$ cat config.mk
export PLATFORM = sky130hd
export DESIGN_NAME = prewish_debounce_multi
export DESIGN_NICKNAME = d
export VERILOG_FILES = /design/src/rtl/prewish_debounce_pkg.sv /design/src/rtl/debounce_ch.sv /design/src/rtl/prewish_debounce_multi.sv
export SDC_FILE = /design/constraint.sdc
export NUM_CORES = 1
export LEC_CHECK = 0
export CAP_MARGIN = 20
export CORE_MARGIN = 2
export CORE_UTILIZATION = 55
export CTS_BUF_LIST = sky130_fd_sc_hd__clkbuf_16
export CTS_CLUSTER_DIAMETER = 50
export CTS_CLUSTER_SIZE = 14
export DETAILED_ROUTE_END_ITERATION = 8
export PLACE_DENSITY = 0.7
export SYNTH_ARGS = -nofsm -noshare
export SYNTH_HDL_FRONTEND = slang
export SYNTH_SLANG_ARGS = --single-unit
export TNS_END_PERCENT = 10
$ cat constraint.sdc
create_clock -name CLK_I -period 3.3 [get_ports CLK_I]
set_clock_uncertainty 0.1 [all_clocks]
set_input_delay 0.495 -clock CLK_I [delete_from_list [all_inputs] [get_ports CLK_I]]
set_output_delay 0.495 -clock CLK_I [all_outputs]
set_load 0.01 [all_outputs]
$ cat src/rtl/prewish_debounce_pkg.sv
// Shared command and handshake-state encodings for the multi-channel debouncer.
// Pure definitions: no latency, no backpressure.
package prewish_debounce_pkg;

  localparam logic [1:0] CMD_STATUS = 2'b00;
  localparam logic [1:0] CMD_PRESS  = 2'b01;
  localparam logic [1:0] CMD_REL    = 2'b10;
  localparam logic [1:0] CMD_RSVD   = 2'b11;

  // Encoding is fixed: existing callers decode these values.
  typedef enum logic [1:0] {
    S_IDLE     = 2'b00,
    S_WAIT_REL = 2'b01,
    S_ACK      = 2'b11,
    S_BAD      = 2'b10
  } state_t;

endpackage

$ cat src/rtl/debounce_ch.sv
// One pad channel: 2FF synchroniser, lockout timer, debounced level and change pulses.
// Pad change reaches deb 3 clocks later; no backpressure, rise/fall are single-cycle pulses.
module debounce_ch #(
  parameter int TIME_PERIOD = 100000,
  parameter int TIME_BITS   = 17
) (
  input  logic clk,
  input  logic rst_n,
  input  logic pad,
  output logic deb,
  output logic rise,
  output logic fall
);

  localparam logic [TIME_BITS-1:0] RELOAD = TIME_BITS'(TIME_PERIOD - 1);

  logic                 sync1;
  logic                 sync2;
  logic [TIME_BITS-1:0] timer;
  logic                 take;

  // rise/fall coincide with the clock edge that updates deb
  assign take = (timer == '0) && (sync2 != deb);
  assign rise = take & sync2;
  assign fall = take & ~sync2;

  always_ff @(posedge clk or negedge rst_n) begin
    if (!rst_n) begin
      sync1 <= 1'b0;
      sync2 <= 1'b0;
      deb   <= 1'b0;
      timer <= '0;
    end else begin
      sync1 <= pad;
      sync2 <= sync1;
      if (take) begin
        deb   <= sync2;
        timer <= RELOAD;
      end else if (timer != '0) begin
        timer <= timer - TIME_BITS'(1);
      end
    end
  end

endmodule

$ cat src/rtl/prewish_debounce_multi.sv
// NUM_CH debounced buttons with sticky press/release flags, served over the STB_I/STB_O strobe handshake.
// Capture on first STB_I=1 edge, STB_O one clock after STB_I drops; caller paces requests by strobe.
module prewish_debounce_multi
  import prewish_debounce_pkg::*;
#(
  parameter int         NUM_CH      = 8,
  parameter int         TIME_PERIOD = 100000,
  parameter int         TIME_BITS   = 17,
  parameter logic [7:0] INVERT_MASK = 8'h00
) (
  input  logic              CLK_I,
  input  logic              RST_I,
  input  logic              STB_I,
  input  logic [7:0]        DAT_I,
  output logic              STB_O,
  output logic [7:0]        DAT_O,
  input  logic [NUM_CH-1:0] i_buttons,
  output logic              o_alive
);

  logic [NUM_CH-1:0] deb_vec;
  logic [NUM_CH-1:0] rise_vec;
  logic [NUM_CH-1:0] fall_vec;
  logic [NUM_CH-1:0] press;
  logic [NUM_CH-1:0] rel;
  logic [NUM_CH-1:0] clr_press;
  logic [NUM_CH-1:0] clr_rel;
  logic [7:0]        snap;
  logic [7:0]        dat_reg;
  logic              capture;
  logic              alive;
  state_t            state;
  logic              unused_dat;

  assign unused_dat = ^DAT_I[7:2];

  for (genvar n = 0; n < NUM_CH; n++) begin : g_ch
    debounce_ch #(
      .TIME_PERIOD(TIME_PERIOD),
      .TIME_BITS  (TIME_BITS)
    ) u_ch (
      .clk  (CLK_I),
      .rst_n(RST_I),
      .pad  (i_buttons[n] ^ INVERT_MASK[n]),
      .deb  (deb_vec[n]),
      .rise (rise_vec[n]),
      .fall (fall_vec[n])
    );
  end

  assign capture = (state == S_IDLE) && STB_I;

  // Snapshot and the flags it clears are taken from the same pre-edge values.
  always_comb begin
    snap      = 8'h00;
    clr_press = '0;
    clr_rel   = '0;
    case (DAT_I[1:0])
      CMD_STATUS: snap = 8'(deb_vec);
      CMD_PRESS: begin
        snap = 8'(press);
        if (capture) clr_press = press;
      end
      CMD_REL: begin
        snap = 8'(rel);
        if (capture) clr_rel = rel;
      end
      CMD_RSVD: snap = 8'h00;
      default:  snap = 8'h00;
    endcase
  end

  always_ff @(posedge CLK_I or negedge RST_I) begin
    if (!RST_I) begin
      press <= '0;
      rel   <= '0;
      alive <= 1'b0;
    end else begin
      press <= (press & ~clr_press) | rise_vec;
      rel   <= (rel & ~clr_rel) | fall_vec;
      if (|rise_vec) alive <= ~alive;
    end
  end

  assign o_alive = ~alive;

  always_ff @(posedge CLK_I or negedge RST_I) begin
    if (!RST_I) begin
      state   <= S_IDLE;
      STB_O   <= 1'b0;
      dat_reg <= 8'h00;
    end else begin
      case (state)
        S_IDLE: begin
          STB_O <= 1'b0;
          if (STB_I) begin
            dat_reg <= snap;
            state   <= S_WAIT_REL;
          end
        end
        S_WAIT_REL: begin
          if (!STB_I) begin
            STB_O <= 1'b1;
            state <= S_ACK;
          end
        end
        S_ACK: begin
          STB_O <= 1'b0;
          state <= S_IDLE;
        end
        S_BAD: begin
          STB_O <= 1'b0;
          state <= S_IDLE;
        end
        default: begin
          STB_O <= 1'b0;
          state <= S_IDLE;
        end
      endcase
    end
  end

  assign DAT_O = dat_reg;

endmodule

==> impl_metrics.env <==
export IMPL_drt_pre_antenna_iters=4
export IMPL_cts_hold_buffers=0
export IMPL_cts_post_setup_buffers_inserted=0
export IMPL_worst_path_max_delay_cell="or3_1"
export IMPL_peakVddDrop_uv=545
export IMPL_wl_per_cell_um=15.3
export IMPL_die_h_um=132
export IMPL_worstMarginPinSlew_ns=0.774
export IMPL_pin_count=29
export IMPL_drive_gt1_frac=0.0792
export IMPL_path_class="reg2reg"
export IMPL_yosys_warnings=0
export IMPL_async_reset_ff_frac=1.00
export IMPL_path_buf_inv=0
export IMPL_synth_edff_count=0
export IMPL_syn_avg_cell_area_um2=10.0
export IMPL_nNetsFinal=971
export IMPL_grt_pass1_vias=6658
export IMPL_syn_inst=900
export IMPL_clockPowerShare=0.256
export IMPL_viasPerCell=5.80
export IMPL_path_cells="or3_1 -> or4_1 -> or3_1 -> nor2_1 -> a21oi_1 -> mux2_2"
export IMPL_synth_seq_cells=188
export IMPL_synthFlopType="dfrtp_1"
export IMPL_route_detailed_drc=0
export IMPL_rsz0062_at_grt="no"
export IMPL_final_period_utilization=0.861
export IMPL_die_area_um2=17500
export IMPL_required_ns=3.50
export IMPL_cts_tree="built"
export IMPL_ff_latch_area_um2=4700
export IMPL_worstHoldPathType="in2async"
export IMPL_wirelength_um=17800
export IMPL_post_cts_resized=0
export IMPL_clkSlewWorstSetupHoldPaths_ns=0.06
export IMPL_fillers=1313
export IMPL_yosysTopAreaCellShare=0.521
export IMPL_syn2layout_area_growth_pct=12.5
export IMPL_final_cell_mix="dfrtp_1 (188), nor2_1 (100), nand2_1 (73)"
export IMPL_swShare=0.333
export IMPL_numPortBuffers=22
export IMPL_synthTopCellsByArea="dfrtp_1 (52%), nor2_1 (4.2%), a21oi_1 (3.4%)"
export IMPL_insertion_delay_ns=0.42
export IMPL_powerDensity_nw_per_um2=790
export IMPL_ant_nets=0
export IMPL_seq_area_frac_synth=0.521
export IMPL_ys_types=58
export IMPL_maxSlewHeadroom=0.484
export IMPL_antennaDiodeCount=0
export IMPL_cts_num_sinks=188
export IMPL_layout_commonest_cell="dfrtp_1"
export IMPL_drt_iter0_markers=441
export IMPL_cpMostUsedCell="or3_1"
export IMPL_die_w_um=132
export IMPL_cts_max_path_buffers=2
export IMPL_grt_max_degree=98
export IMPL_worstSetupEndpointType="flip-flop"
export IMPL_leakagePower_nw=4.39
export IMPL_crit_fanout=12
export IMPL_arrival_ns=3.05
export IMPL_place_gp_congestion=0.828
export IMPL_syn_nets=935
export IMPL_cp_slowest_stage_delay_ns=0.57
export IMPL_setup_ws_ns=0.458
export IMPL_setup_violations_final=0
export IMPL_critPathTopFamily="simple AND/OR/NAND/NOR gates"
export IMPL_start_util=0.567
export IMPL_multi_input_area_um2=4130
export IMPL_grt_overflow_total=0
export IMPL_core_area_um2=15900
export IMPL_grtUsageTotal=0.216
export IMPL_status="finished, final reports clean"
export IMPL_mappedNetlistArea_um2=9030
export IMPL_cts_buffers=17
export IMPL_hold_viol=0
export IMPL_p_seq_frac=0.496
export IMPL_r2r_slack_ns=0.46
export IMPL_fmax_ghz=0.352
export IMPL_synth_largest_area_cell="dfrtp_1"
export IMPL_clock_root_buffer="clkbuf_16"
export IMPL_setup_tns_ns=0
export IMPL_grt_first_pass_wirelength_um=31200
export IMPL_slew_violations=0
export IMPL_maxCapViolCount=0
export IMPL_worstSetupStartpointType="flip-flop"
export IMPL_share_comb_of_total_power=0.248
export IMPL_power_switching_mw=2.68
export IMPL_hpwl_um=12500
export IMPL_antenna_found_initial=0
export IMPL_period_minus_slack_ns=2.84
export IMPL_p_int_mw=5.36
export IMPL_vias=6741
export IMPL_htreeDepth=4
export IMPL_dp_worst_setup_slack_ns=0.488
export IMPL_num_rows=46
routing by layer:
layer	up-vias	wire length (µm)	GRT usage
met3	18	583	0.0465
met5	-	0	0
met2	98	8720	0.360
met4	0	255	0.0652
met1	3309	8260	0.285
li1	3316	-	-
metrics by stage:
step                utilization  cells  power (mW)  area, µm²  hold slack, ns
finish                    0.637   1163        8.03      10200          0.0652
global route              0.637   1163        8.61      10200           0.119
CTS                       0.637   1163        8.09      10200          0.0853
detailed placement        0.601   1133        5.99       9580           0.235
global placement          0.601   1133        5.82       9580           0.232
floorplan                     -    900        5.31       9030          0.0994
path summary, 6_finish.rpt:
path | from | end | cells after the start
worst min-delay path | RST_I | g_ch[7].u_ch.timer[14]$_DFFE_PN0P_ | 1
min in group CLK_I | g_ch[3].u_ch.sync1$_DFF_PN0_ | g_ch[3].u_ch.sync2$_DFF_PN0_ | 0
max in group asynchronous | RST_I | g_ch[1].u_ch.timer[14]$_DFFE_PN0P_ | 2
worst min register to register | g_ch[3].u_ch.sync1$_DFF_PN0_ | g_ch[3].u_ch.sync2$_DFF_PN0_ | 0
worst max-delay path | g_ch[7].u_ch.timer[6]$_DFFE_PN0P_ | g_ch[7].u_ch.timer[9]$_DFFE_PN0P_ | 6
worst max register to register | g_ch[7].u_ch.timer[6]$_DFFE_PN0P_ | g_ch[7].u_ch.timer[9]$_DFFE_PN0P_ | 6
cell type report:
class | instances | share of cell area
timing repair buffer | 40 | 0.0366
multi-input combinational | 661 | 0.406
clock buffer | 17 | 0.0419
sequential | 188 | 0.463
tap | 216 | 0.0266
inverter | 28 | 0.0103
clock inverter | 13 | 0.0156
worst register-to-register path, delay by kind of cell, from the launching register on:
| kind | cells | cell delay, ns |
|---|---|---|
| AOI/OAI and AO/OA | 1 | 0.07 |
| muxes | 1 | 0.28 |
| and+or+nand+nor | 4 | 1.89 |
| DFF | 1 | 0.40 |
cell usage after synthesis (all sizes together), types with 6 or more instances:
cell type  instances
a211oi            13
a21o              13
a21oi             62
a22o               7
clkbuf            18
dfrtp            188
ha                16
inv               28
mux2              10
mux2i             22
nand2             73
nand2b            14
nand3             12
nand4              6
nand4b             7
nor2             101
nor3              55
nor3b              7
nor4              26
o21ai             43
o31ai             14
or3               28
or4               22
xnor2             25
xor2              31
state kept, by name, indices dropped and copies added (netlist names):
register,cells
g_ch.u_ch.sync1,8
alive,1
DAT_O,8
STB_O,1
state,2
g_ch.u_ch.deb,8
rel,8
g_ch.u_ch.timer,136
g_ch.u_ch.sync2,8
press,8
logic make-up after synthesis:
family | synth area share
flip-flops | 0.521
AND/OR/NAND/NOR | 0.224
XOR/XNOR | 0.0543
buffers and inverters | 0.0229
multiplexers | 0.0368
AO/OA/AOI/OAI | 0.120
adder cells (fa/ha/maj) | 0.0222
power by group through the flow:
stage	Sequential, mW	Combinational, mW	Clock [mW]
6_report	3.99	1.99	2.06
5_1_grt	4.12	2.28	2.21
4_1_cts	3.97	2.02	2.10
3_5_place_dp	3.99	2.00	0
3_3_place_gp	3.93	1.90	0
2_1_floorplan	3.80	1.51	0
(Power assumes the default switching activity.)
